[src/rtl/mock_channel_cu_pkg.sv]
// Shared types and constants for the mock bus-and-tag control unit.
// The state enum, the ending-status bytes and the command-class decode live here.
package mock_channel_cu_pkg;

  typedef enum logic [3:0] {
    ST_IDLE        = 4'd0,
    ST_ADDR        = 4'd1,
    ST_CMD_WAIT    = 4'd2,
    ST_INIT_STATUS = 4'd3,
    ST_INIT_DROP   = 4'd4,
    ST_DATA        = 4'd5,
    ST_DATA_DROP   = 4'd6,
    ST_STOP_WAIT   = 4'd7,
    ST_END_STATUS  = 4'd8,
    ST_END_DROP    = 4'd9,
    ST_DISCONNECT  = 4'd10
  } state_t;

  typedef enum logic [2:0] {
    CLS_TEST    = 3'd0,
    CLS_CONTROL = 3'd1,
    CLS_READ    = 3'd2,
    CLS_WRITE   = 3'd3,
    CLS_NONE    = 3'd4
  } cmd_class_t;

  localparam logic [7:0] STAT_BUSY  = 8'h10;
  localparam logic [7:0] STAT_CE_DE = 8'h0C;
  localparam logic [7:0] STAT_ZERO  = 8'h00;

  // Classify a command byte; control (xx11) wins over write (xxx1).
  function automatic cmd_class_t cmd_class(input logic [7:0] c);
    cmd_class_t r;
    if (c == 8'h00)                            r = CLS_TEST;
    else if (c[1:0] == 2'b11)                  r = CLS_CONTROL;
    else if (c[1:0] == 2'b10 || c[3:0] == 4'b0100) r = CLS_READ;
    else if (c[0])                             r = CLS_WRITE;
    else                                       r = CLS_NONE;
    return r;
  endfunction

endpackage

[src/rtl/mock_channel_cu_chain.sv]
// Select daisy-chain passthrough: while the control unit is idle, selection
// is forwarded to the next unit and its select-in returned to the channel.
// Both directions are registered; outside IDLE the chain is blocked.
module mock_channel_cu_chain (
  input  logic aclk,
  input  logic aresetn,
  input  logic idle,
  input  logic b_select_out,
  input  logic b_hold_out,
  input  logic a_select_in,
  output logic a_select_out,
  output logic b_select_in
);

  // Registered passthrough gated by the idle state.
  always_ff @(posedge aclk) begin
    if (!aresetn) begin
      a_select_out <= 1'b0;
      b_select_in  <= 1'b0;
    end else begin
      a_select_out <= idle & b_select_out & b_hold_out;
      b_select_in  <= idle & a_select_in;
    end
  end

endmodule

[src/rtl/mock_channel_cu.sv]
// Mock parallel-channel control unit answering one device address.
// Runs initial selection, command acceptance, byte-interlocked data and
// ending status. Every inbound tag is raised, held until the channel's
// response tag rises, dropped, and the next step waits for the response
// tag to fall. All outputs are registered.
// Optional watchdog: define MOCK_CHANNEL_CU_TIMEOUT_EN.
module mock_channel_cu
  import mock_channel_cu_pkg::*;
#(
  parameter logic [7:0] DEV_ADDR       = 8'h10,
  parameter int         TIMEOUT_CYCLES = 1024
) (
  input  logic       aclk,
  input  logic       aresetn,
  input  logic [7:0] b_bus_out,
  output logic [7:0] b_bus_in,
  input  logic       b_operational_out,
  input  logic       b_hold_out,
  input  logic       b_select_out,
  input  logic       b_address_out,
  input  logic       b_command_out,
  input  logic       b_service_out,
  input  logic       b_suppress_out,
  output logic       b_operational_in,
  output logic       b_request_in,
  output logic       b_select_in,
  output logic       b_address_in,
  output logic       b_status_in,
  output logic       b_service_in,
  output logic       a_select_out,
  input  logic       a_select_in,
  input  logic       mock_busy,
  input  logic [7:0] mock_limit,
  output logic [7:0] command,
  output logic [7:0] count,
  output state_t     dbg_state
);

  state_t     state_q, state_d;
  logic       op_in_q, op_in_d;
  logic       addr_in_q, addr_in_d;
  logic       stat_in_q, stat_in_d;
  logic       svc_in_q, svc_in_d;
  logic [7:0] bus_in_q, bus_in_d;
  logic [7:0] cmd_q, cmd_d;
  logic [7:0] count_q, count_d;
  logic       busy_q, busy_d;
  logic       abort;
  cmd_class_t cls;

  // Suppress-out has no meaning for this unit.
  logic unused_inputs;
  assign unused_inputs = b_suppress_out ^ (TIMEOUT_CYCLES == 0);

  assign cls = cmd_class(cmd_q);

`ifdef MOCK_CHANNEL_CU_TIMEOUT_EN
  localparam int TW = $clog2(TIMEOUT_CYCLES + 1);
  logic [TW-1:0] to_cnt_q;

  // Watchdog: restarts on every state change, counts while not idle.
  always_ff @(posedge aclk) begin
    if (!aresetn || state_d != state_q || state_q == ST_IDLE) to_cnt_q <= '0;
    else                                                      to_cnt_q <= to_cnt_q + 1'b1;
  end

  assign abort = (state_q != ST_IDLE) &&
                 (!b_operational_out || to_cnt_q == TW'(TIMEOUT_CYCLES - 1));
`else
  assign abort = (state_q != ST_IDLE) && !b_operational_out;
`endif

  // Next-state and next-output logic; registers hold unless a step fires.
  always_comb begin
    state_d   = state_q;
    op_in_d   = op_in_q;
    addr_in_d = addr_in_q;
    stat_in_d = stat_in_q;
    svc_in_d  = svc_in_q;
    bus_in_d  = bus_in_q;
    cmd_d     = cmd_q;
    count_d   = count_q;
    busy_d    = busy_q;

    if (abort) begin
      state_d   = ST_IDLE;
      op_in_d   = 1'b0;
      addr_in_d = 1'b0;
      stat_in_d = 1'b0;
      svc_in_d  = 1'b0;
      bus_in_d  = 8'h00;
    end else begin
      unique case (state_q)
        ST_IDLE: begin
          if (b_operational_out && b_address_out && b_select_out &&
              b_hold_out && b_bus_out == DEV_ADDR) begin
            state_d   = ST_ADDR;
            op_in_d   = 1'b1;
            addr_in_d = 1'b1;
            bus_in_d  = DEV_ADDR;
          end
        end
        ST_ADDR: begin
          if (b_command_out) begin
            state_d   = ST_CMD_WAIT;
            cmd_d     = b_bus_out;
            count_d   = 8'h00;
            addr_in_d = 1'b0;
            bus_in_d  = 8'h00;
          end
        end
        ST_CMD_WAIT: begin
          if (!b_command_out) begin
            state_d   = ST_INIT_STATUS;
            stat_in_d = 1'b1;
            busy_d    = mock_busy;
            bus_in_d  = mock_busy ? STAT_BUSY : STAT_ZERO;
          end
        end
        ST_INIT_STATUS: begin
          if (b_service_out) begin
            state_d   = ST_INIT_DROP;
            stat_in_d = 1'b0;
            bus_in_d  = 8'h00;
          end
        end
        ST_INIT_DROP: begin
          if (!b_service_out) begin
            if (busy_q || cls == CLS_TEST) begin
              state_d = ST_DISCONNECT;
              op_in_d = 1'b0;
            end else if (cls == CLS_CONTROL) begin
              state_d   = ST_END_STATUS;
              stat_in_d = 1'b1;
              bus_in_d  = STAT_CE_DE;
            end else begin
              state_d = ST_DATA;
            end
          end
        end
        ST_DATA: begin
          if (!svc_in_q) begin
            if (count_q == mock_limit) begin
              state_d   = ST_END_STATUS;
              stat_in_d = 1'b1;
              bus_in_d  = STAT_CE_DE;
            end else begin
              svc_in_d = 1'b1;
              bus_in_d = (cls == CLS_READ) ? count_q : 8'h00;
            end
          end else if (b_command_out) begin
            state_d  = ST_STOP_WAIT;
            svc_in_d = 1'b0;
            bus_in_d = 8'h00;
          end else if (b_service_out) begin
            state_d  = ST_DATA_DROP;
            svc_in_d = 1'b0;
            bus_in_d = 8'h00;
            count_d  = count_q + 8'd1;
          end
        end
        ST_DATA_DROP: begin
          if (!b_service_out) state_d = ST_DATA;
        end
        ST_STOP_WAIT: begin
          if (!b_command_out) begin
            state_d   = ST_END_STATUS;
            stat_in_d = 1'b1;
            bus_in_d  = STAT_CE_DE;
          end
        end
        ST_END_STATUS: begin
          if (b_service_out) begin
            state_d   = ST_END_DROP;
            stat_in_d = 1'b0;
            bus_in_d  = 8'h00;
          end
        end
        ST_END_DROP: begin
          if (!b_service_out) begin
            state_d = ST_DISCONNECT;
            op_in_d = 1'b0;
          end
        end
        ST_DISCONNECT: begin
          op_in_d  = 1'b0;
          bus_in_d = 8'h00;
          if (!b_select_out) state_d = ST_IDLE;
        end
        default: begin
          state_d = ST_IDLE;
        end
      endcase
    end
  end

  // State and registered outputs.
  always_ff @(posedge aclk) begin
    if (!aresetn) begin
      state_q   <= ST_IDLE;
      op_in_q   <= 1'b0;
      addr_in_q <= 1'b0;
      stat_in_q <= 1'b0;
      svc_in_q  <= 1'b0;
      bus_in_q  <= 8'h00;
      cmd_q     <= 8'h00;
      count_q   <= 8'h00;
      busy_q    <= 1'b0;
    end else begin
      state_q   <= state_d;
      op_in_q   <= op_in_d;
      addr_in_q <= addr_in_d;
      stat_in_q <= stat_in_d;
      svc_in_q  <= svc_in_d;
      bus_in_q  <= bus_in_d;
      cmd_q     <= cmd_d;
      count_q   <= count_d;
      busy_q    <= busy_d;
    end
  end

  mock_channel_cu_chain u_chain (
    .aclk         (aclk),
    .aresetn      (aresetn),
    .idle         (state_q == ST_IDLE),
    .b_select_out (b_select_out),
    .b_hold_out   (b_hold_out),
    .a_select_in  (a_select_in),
    .a_select_out (a_select_out),
    .b_select_in  (b_select_in)
  );

  assign b_operational_in = op_in_q;
  assign b_address_in     = addr_in_q;
  assign b_status_in      = stat_in_q;
  assign b_service_in     = svc_in_q;
  assign b_request_in     = 1'b0;
  assign b_bus_in         = bus_in_q;
  assign command          = cmd_q;
  assign count            = count_q;
  assign dbg_state        = state_q;

endmodule

[config.mk]
export PLATFORM = sky130hd
export DESIGN_NAME = mock_channel_cu
export DESIGN_NICKNAME = d
export VERILOG_FILES = /design/src/rtl/mock_channel_cu_pkg.sv /design/src/rtl/mock_channel_cu_chain.sv /design/src/rtl/mock_channel_cu.sv
export SDC_FILE = /design/constraint.sdc
export NUM_CORES = 1
export LEC_CHECK = 0
export CORE_ASPECT_RATIO = 1.4
export CORE_MARGIN = 8
export CORE_UTILIZATION = 51
export CTS_BUF_LIST = sky130_fd_sc_hd__clkbuf_4 sky130_fd_sc_hd__clkbuf_8
export DETAILED_ROUTE_END_ITERATION = 8
export PLACE_DENSITY = 0.83
export SYNTH_ARGS = -nofsm -noshare
export SYNTH_HDL_FRONTEND = slang
export SYNTH_SLANG_ARGS = --single-unit
[constraint.sdc]
create_clock -name aclk -period 2 [get_ports aclk]
set_input_delay 0.3 -clock aclk [delete_from_list [all_inputs] [get_ports aclk]]
set_output_delay 0.3 -clock aclk [all_outputs]
set_load 0.02 [all_outputs]
==> flow_metrics.env, run 1 <==
export IMPL_outcome="completed"
export IMPL_cellLeakagePower_nw=1.29
export IMPL_placement_setup_worst_slack_ns=-0.133
export IMPL_synth_cell_area_sq_um=2390
export IMPL_finalHoldViolCount=0
export IMPL_crit_slowest_cell="dfxtp_1"
export IMPL_power_per_cell_area_nw_per_um2=415
export IMPL_layout_drive_gt1_share=0.206
export IMPL_dieHeight_um=97.1
export IMPL_global_route_overflow_total=0
export IMPL_numCtsBuffers=5
export IMPL_core_area_sq_um=4540
export IMPL_portbufs=59
export IMPL_insertion_delay_ns=0.29
export IMPL_worstSetupStartpointType="register"
export IMPL_reg2reg_depth=6
export IMPL_number_of_library_cell_types_mapped_by_synthesis=69
export IMPL_fin_crit_sh=0.959
export IMPL_avgRoutedWirePerCell_um=18.0
export IMPL_cts_root_buf="clkbuf_8"
export IMPL_r2r_start="dbg_state[3]$_SDFFE_PP0P_"
export IMPL_synth_area_mux_share=0.0543
export IMPL_xor_xnor_fraction_of_synth_area=0.0585
export IMPL_fin_setup_tns_ns=0
export IMPL_first_global_vias=2532
export IMPL_synth_edff_count=0
export IMPL_dominant_combinational_cell_family_by_area_after_synthesis="simple AND/OR/NAND/NOR gates"
export IMPL_number_of_inserted_diodes=0
export IMPL_synthArstFlopShare=0
export IMPL_max_clock_freq_mhz=521
export IMPL_track_usage=0.220
export IMPL_detailed_placement_wirelength_estimate_um=6080
export IMPL_finClkSkew_ns=0.00663
export IMPL_multi_input_comb_area_sq_um=1580
export IMPL_seq_area_sq_um=702
export IMPL_synth_ff_type="dfxtp_1"
export IMPL_drt_iter0_drc=254
export IMPL_worstSetupStartpoint="dbg_state[3]$_SDFFE_PP0P_"
export IMPL_synth_fa_ha_area_frac=0.00522
export IMPL_grt_start_max_net_pins=18
export IMPL_first_pass_grt_wire_length_um=12600
export IMPL_ant_nets=0
export IMPL_timing_final_setup_violations=0
export IMPL_floorplan_initialDensity=0.528
export IMPL_synth_yosys_seq_area_share=0.293
export IMPL_die_x_um=73.9
export IMPL_route_vias_total=2509
export IMPL_max_cap_viol_count=0
export IMPL_worstPathMaxFanout=9
export IMPL_antenna_found_initial=0
export IMPL_nNetsFinal=397
export IMPL_ys_warn_count=0
export IMPL_crit_end="dbg_state[3]$_SDFFE_PP0P_"
export IMPL_timing_critical_path_required_ns=2.20
export IMPL_htree_num_levels=2
export IMPL_cts_clk_slew_worst_paths_ns=0.07
export IMPL_netlist_top_cells_count="dfxtp_1, nand2_1, nor2_1, xnor2_1, mux2i_1"
export IMPL_cts_hold_fix_buffers=0
export IMPL_synthesis_instances=278
export IMPL_setup_ws_ns=0.0821
export IMPL_syn_area_per_cell_sq_um=8.61
export IMPL_place_gp_congestion=0.955
export IMPL_post_cts_resize_count=0
export IMPL_synthDominantCellAreaShare=0.293
export IMPL_post_synth_top_count_cell="dfxtp_1"
export IMPL_vdd_drop_max_v=0.000444
export IMPL_synthTopCellsByArea="dfxtp_1, xnor2_1, mux2i_1, nor4b_2, nand2_1"
export IMPL_max_slew_margin_rel=0.577
export IMPL_r2r_slack_ns=0.08
export IMPL_r2r_end="dbg_state[3]$_SDFFE_PP0P_"
export IMPL_tritoncts_num_sinks=35
export IMPL_mappedNetlistNets=306
export IMPL_drt_pass1_iter_count=4
export IMPL_finalWirelength_um=7750
export IMPL_synth_compound_area_frac=0.245
export IMPL_core_rowCount=29
export IMPL_critPathKind="reg2reg"
export IMPL_worst_hold_path_type="reg2reg"
export IMPL_dr_vias_cell=5.82
export IMPL_arrival_ns=2.12
export IMPL_final_max_slew_violation_count=0
export IMPL_worst_slew_pin_slew_ns=0.628
export IMPL_remaining_drc_errors=0
export IMPL_period_needed_ns=1.92
export IMPL_synth_top_area_cell="dfxtp_1"
export IMPL_postSynthRegisterBits=35
export IMPL_layout_area_overhead_vs_synth_pct=42.0
export IMPL_path_cells="buf_4 > nor2b_4 > a311o_1 > a32oi_2 > nand4_4 > o41ai_2"
export IMPL_post_cts_setup_buffer_count=0
export IMPL_critPathCaptureType="register"
export IMPL_nFillCells=335
export IMPL_ioPinCount=62
export IMPL_critPathMaxStageDelay_ns=0.44
export IMPL_cts_tree="built"
export IMPL_die_area_sq_um=7180
export IMPL_cts_max_path_buffers=2
export IMPL_post_synth_and_or_nand_nor_area_fraction=0.286
## where the power goes
group	leakage, nW	switching [mW]	total (mW)	internal (mW)
combinational	0.962	0.0855	0.185	0.0992
clock	0.0470	0.250	0.520	0.270
sequential	0.283	0.00277	0.704	0.701
total	1.29	0.338	1.41	1.07
## how the worst min path moves through the flow
stage	to	slack, ns	cells past startpoint	start
final	b_status_in$_SDFFE_PP0P_	0.46	2	b_status_in$_SDFFE_PP0P_
after global routing	b_status_in$_SDFFE_PP0P_	0.50	2	b_status_in$_SDFFE_PP0P_
after CTS	b_status_in$_SDFFE_PP0P_	0.47	2	b_status_in$_SDFFE_PP0P_
after detailed placement	b_status_in$_SDFFE_PP0P_	0.46	2	b_status_in$_SDFFE_PP0P_
after global placement	b_status_in$_SDFFE_PP0P_	0.45	2	b_status_in$_SDFFE_PP0P_
after floorplan	u_chain.a_select_out$_SDFF_PN0_	0.42	2	b_select_out
## critical path: cells and delay by family (launching register included)
kind	cells	cell delay, ns
compound gates	3	0.90
flops	1	0.44
simple gates	2	0.25
buf+inv	1	0.22
## metrics by stage
step	power (mW)	utilization	hold WS, ns	cells	cell area, sq um
global route	1.46	0.750	0.502	431	3400
detailed placement	0.901	0.724	0.461	424	3280
CTS	1.41	0.743	0.470	431	3370
floorplan	0.795	-	0.418	278	2390
global placement	0.898	0.724	0.450	424	3280
finish	1.41	0.750	0.464	431	3400
## layout by cell type, fill, tap and decap left out, drive strengths merged, types with 2 or more instances in the layout
master / netlist / routed
o21ai: 13 / 13
a22oi: 2 / 2
and4b: 2 / 2
a311o: 2 / 2
nor2: 26 / 26
nand2b: 6 / 6
o31ai: 4 / 4
dfxtp: 35 / 35
a22o: 4 / 4
nor3b: 2 / 2
a41oi: 3 / 3
and3: 2 / 2
o2111ai: 2 / 2
clkinv: 1 / 2
clkdlybuf4s50: 0 / 58
a31o: 2 / 2
nor2b: 7 / 7
a32oi: 4 / 4
o32ai: 2 / 2
a221oi: 2 / 2
a31oi: 2 / 2
nand3: 7 / 7
inv: 10 / 10
nor3: 4 / 4
o211ai: 8 / 8
o21bai: 2 / 2
nor4: 4 / 4
or4: 3 / 3
nand4: 4 / 4
nor4b: 9 / 9
a21oi: 12 / 12
clkbuf: 5 / 6
buf: 12 / 42
xnor2: 15 / 15
nand2: 31 / 31
mux2i: 13 / 13
## cell type report
| type | count | share of cell area |
|---|---|---|
| clock buffer | 6 | 0.0243 |
| multi-input combinational | 215 | 0.464 |
| inverter | 11 | 0.0121 |
| clock inverter | 1 | 0.00147 |
| timing repair buffer | 101 | 0.268 |
| tap | 62 | 0.0228 |
| sequential | 35 | 0.206 |
## registers in the layout, summed over array words and instances, names as in the netlist
| name | count |
|---|---|
| b_operational_in | 1 |
| u_chain.b_select_in | 1 |
| b_service_in | 1 |
| count | 8 |
| dbg_state | 4 |
| busy_q | 1 |
| command | 8 |
| b_address_in | 1 |
| u_chain.a_select_out | 1 |
| b_bus_in | 8 |
| b_status_in | 1 |
## layer usage
layer | track usage | vias to the layer above | routed length (um)
li1 | - | 1216 | -
met1 | 0.247 | 1179 | 2980
met2 | 0.390 | 89 | 4150
met3 | 0.0382 | 25 | 360
met4 | 0.0819 | 0 | 259
met5 | 0 | - | 0
## kinds of logic after synthesis
logic type	after synthesis
AND/OR/NAND/NOR	110
AO/OA/AOI/OAI	74
adder cells (fa/ha/maj)	1
XOR/XNOR	16
multiplexers	13
buffers and inverters	28
other	1
flip-flops	35
Power figures use the tool's default switching activity.
==> run 2, diff against run 1 <==
SKIP_CTS_REPAIR_TIMING = 1   (was unset)
==> results of run 2 <==
No change in the layout: final DEF, timing and power equal those of run 1.
==> run 3, diff against run 2 <==
CORE_MARGIN = unset   (was 8)
==> run 3 against run 2 <==
Power about the same. Global-route usage up 11 points. Register-to-register slack worse by 0.04 ns. Largest power group unchanged. Worst hold slack better by 0.0057 ns. Clock skew about the same. Via count up 2.4%. Largest cell class unchanged. Sequential share of layout area down 0.40 points. Utilization up 1.4 points. Sequential power about the same. Die area down 31%. Flip-flop and latch count unchanged. Combinational power up 2%.
==> flow_metrics.env, run 3 (synthesis results as in run 1) <==
export IMPL_outcome="completed"
export IMPL_number_of_inserted_diodes=0
export IMPL_track_usage=0.330
export IMPL_worstPathMaxFanout=13
export IMPL_tritoncts_num_sinks=35
export IMPL_ioPinCount=62
export IMPL_fin_crit_sh=0.977
export IMPL_core_area_sq_um=4540
export IMPL_insertion_delay_ns=0.28
export IMPL_remaining_drc_errors=0
export IMPL_cts_root_buf="clkbuf_8"
export IMPL_worstSetupStartpoint="dbg_state[1]$_SDFFE_PP0P_"
export IMPL_global_route_overflow_total=0
export IMPL_grt_setup_unrepaired="no"
export IMPL_placement_setup_worst_slack_ns=-0.142
export IMPL_cellLeakagePower_nw=1.31
export IMPL_avgRoutedWirePerCell_um=17.4
export IMPL_route_vias_total=2569
export IMPL_finalHoldViolCount=0
export IMPL_finalWirelength_um=7670
export IMPL_setup_ws_ns=0.0458
export IMPL_final_max_slew_violation_count=0
export IMPL_mostFrequentLayoutCells="clkdlybuf4s50_1, buf_4, dfxtp_1, nand2_1, nor2_1"
export IMPL_arrival_ns=2.14
export IMPL_core_rowCount=29
export IMPL_layout_drive_gt1_share=0.224
export IMPL_nNetsFinal=406
export IMPL_max_clock_freq_mhz=512
export IMPL_max_slew_margin_rel=0.552
export IMPL_r2r_start="dbg_state[1]$_SDFFE_PP0P_"
export IMPL_final_core_utilization=0.763
export IMPL_die_x_um=59.9
export IMPL_timing_final_setup_violations=0
export IMPL_layout_commonest_cell="clkdlybuf4s50_1"
export IMPL_nFillCells=324
export IMPL_first_global_vias=2593
export IMPL_power_per_cell_area_nw_per_um2=407
export IMPL_max_cap_viol_count=0
export IMPL_grt_start_max_net_pins=25
export IMPL_holdCritStartpoint="b_status_in$_SDFFE_PP0P_"
export IMPL_worst_slew_pin_slew_ns=0.665
export IMPL_period_needed_ns=1.95
export IMPL_finClkSkew_ns=0.00679
export IMPL_portbufs=59
export IMPL_dieHeight_um=83.1
export IMPL_floorplan_initialDensity=0.528
export IMPL_worst_hold_path_type="reg2reg"
export IMPL_final_design_instance_area_without_fill_sq_um=3460
export IMPL_ant_nets=0
export IMPL_drt_iter0_drc=143
export IMPL_drt_pass1_iter_count=4
export IMPL_numCtsBuffers=5
export IMPL_critPathCaptureType="register"
export IMPL_cts_max_path_buffers=2
export IMPL_detailed_place_area_sq_um=3350
export IMPL_antenna_found_initial=0
export IMPL_detailed_placement_wirelength_estimate_um=5930
export IMPL_cts_clk_slew_worst_paths_ns=0.07
export IMPL_die_area_sq_um=4980
export IMPL_place_gp_congestion=0.862
export IMPL_worstSetupStartpointType="register"
export IMPL_htree_num_levels=2
export IMPL_dr_vias_cell=5.83
export IMPL_layout_area_overhead_vs_synth_pct=44.5
export IMPL_first_pass_grt_wire_length_um=12500
export IMPL_cts_tree="built"
export IMPL_vdd_drop_max_v=0.000452
export IMPL_timing_critical_path_required_ns=2.19
export IMPL_critPathKind="reg2reg"
-- run 3: cell types whose count changed in the layout (fill, tap and decap cells not counted), sizes merged --
cell	before	now
dlymetal6s2s	1	0
clkinvlp	0	1
buf	42	51
clkdlybuf4s50	58	59
-- run 3: layout make-up --
cell class / instances / area (sq um) / share of cell area
sequential: 35 / 701 / 0.202
timing repair buffer: 110 / 973 / 0.281
inverter: 11 / 41.3 / 0.0119
multi-input combinational: 215 / 1580 / 0.456
tap: 62 / 77.6 / 0.0224
clock inverter: 2 / 12.5 / 0.00362
clock buffer: 6 / 76.3 / 0.0221
-- run 3: power breakdown --
| group | switching, mW | internal [mW] | total, mW |
|---|---|---|---|
| registers | 0.00289 | 0.701 | 0.704 |
| clock network | 0.259 | 0.257 | 0.516 |
| logic | 0.0873 | 0.101 | 0.189 |
-- run 3: worst paths after layout --
kind / end / slack [ns] / depth (start not counted)
max: dbg_state[3]$_SDFFE_PP0P_ / 0.05 / 7
min: b_status_in$_SDFFE_PP0P_ / 0.47 / 2
max reg2reg: dbg_state[3]$_SDFFE_PP0P_ / 0.05 / 7
min reg2reg: b_status_in$_SDFFE_PP0P_ / 0.47 / 2
-- run 3: critical path, stage by stage, from the launching register on --
cell,delay [ns]
dfxtp_1,0.36
buf_4,0.22
buf_4,0.19
and4bb_2,0.28
buf_4,0.15
o211ai_2,0.13
nand4_4,0.19
o41ai_2,0.32
-- run 3: metrics by stage --
| stage | instances | TNS (ns) | power [mW] | hold slack (ns) |
|---|---|---|---|---|
| after global placement | 433 | -0.260 | 0.901 | 0.448 |
| after CTS | 441 | 0 | 1.41 | 0.476 |
| after global routing | 441 | 0 | 1.46 | 0.486 |
| final | 441 | 0 | 1.41 | 0.470 |
| after floorplan | 278 | 0 | 0.795 | 0.418 |
| after detailed placement | 433 | -0.979 | 0.904 | 0.465 |
-- run 3: layer usage --
| metal | part of all wire | vias up | track usage |
|---|---|---|---|
| met4 | 0.033 | 0 | 0.135 |
| met5 | 0 | - | 0 |
| met2 | 0.53 | 100 | 0.573 |
| met3 | 0.052 | 27 | 0.0732 |
| li1 | - | 1233 | - |
| met1 | 0.38 | 1209 | 0.374 |
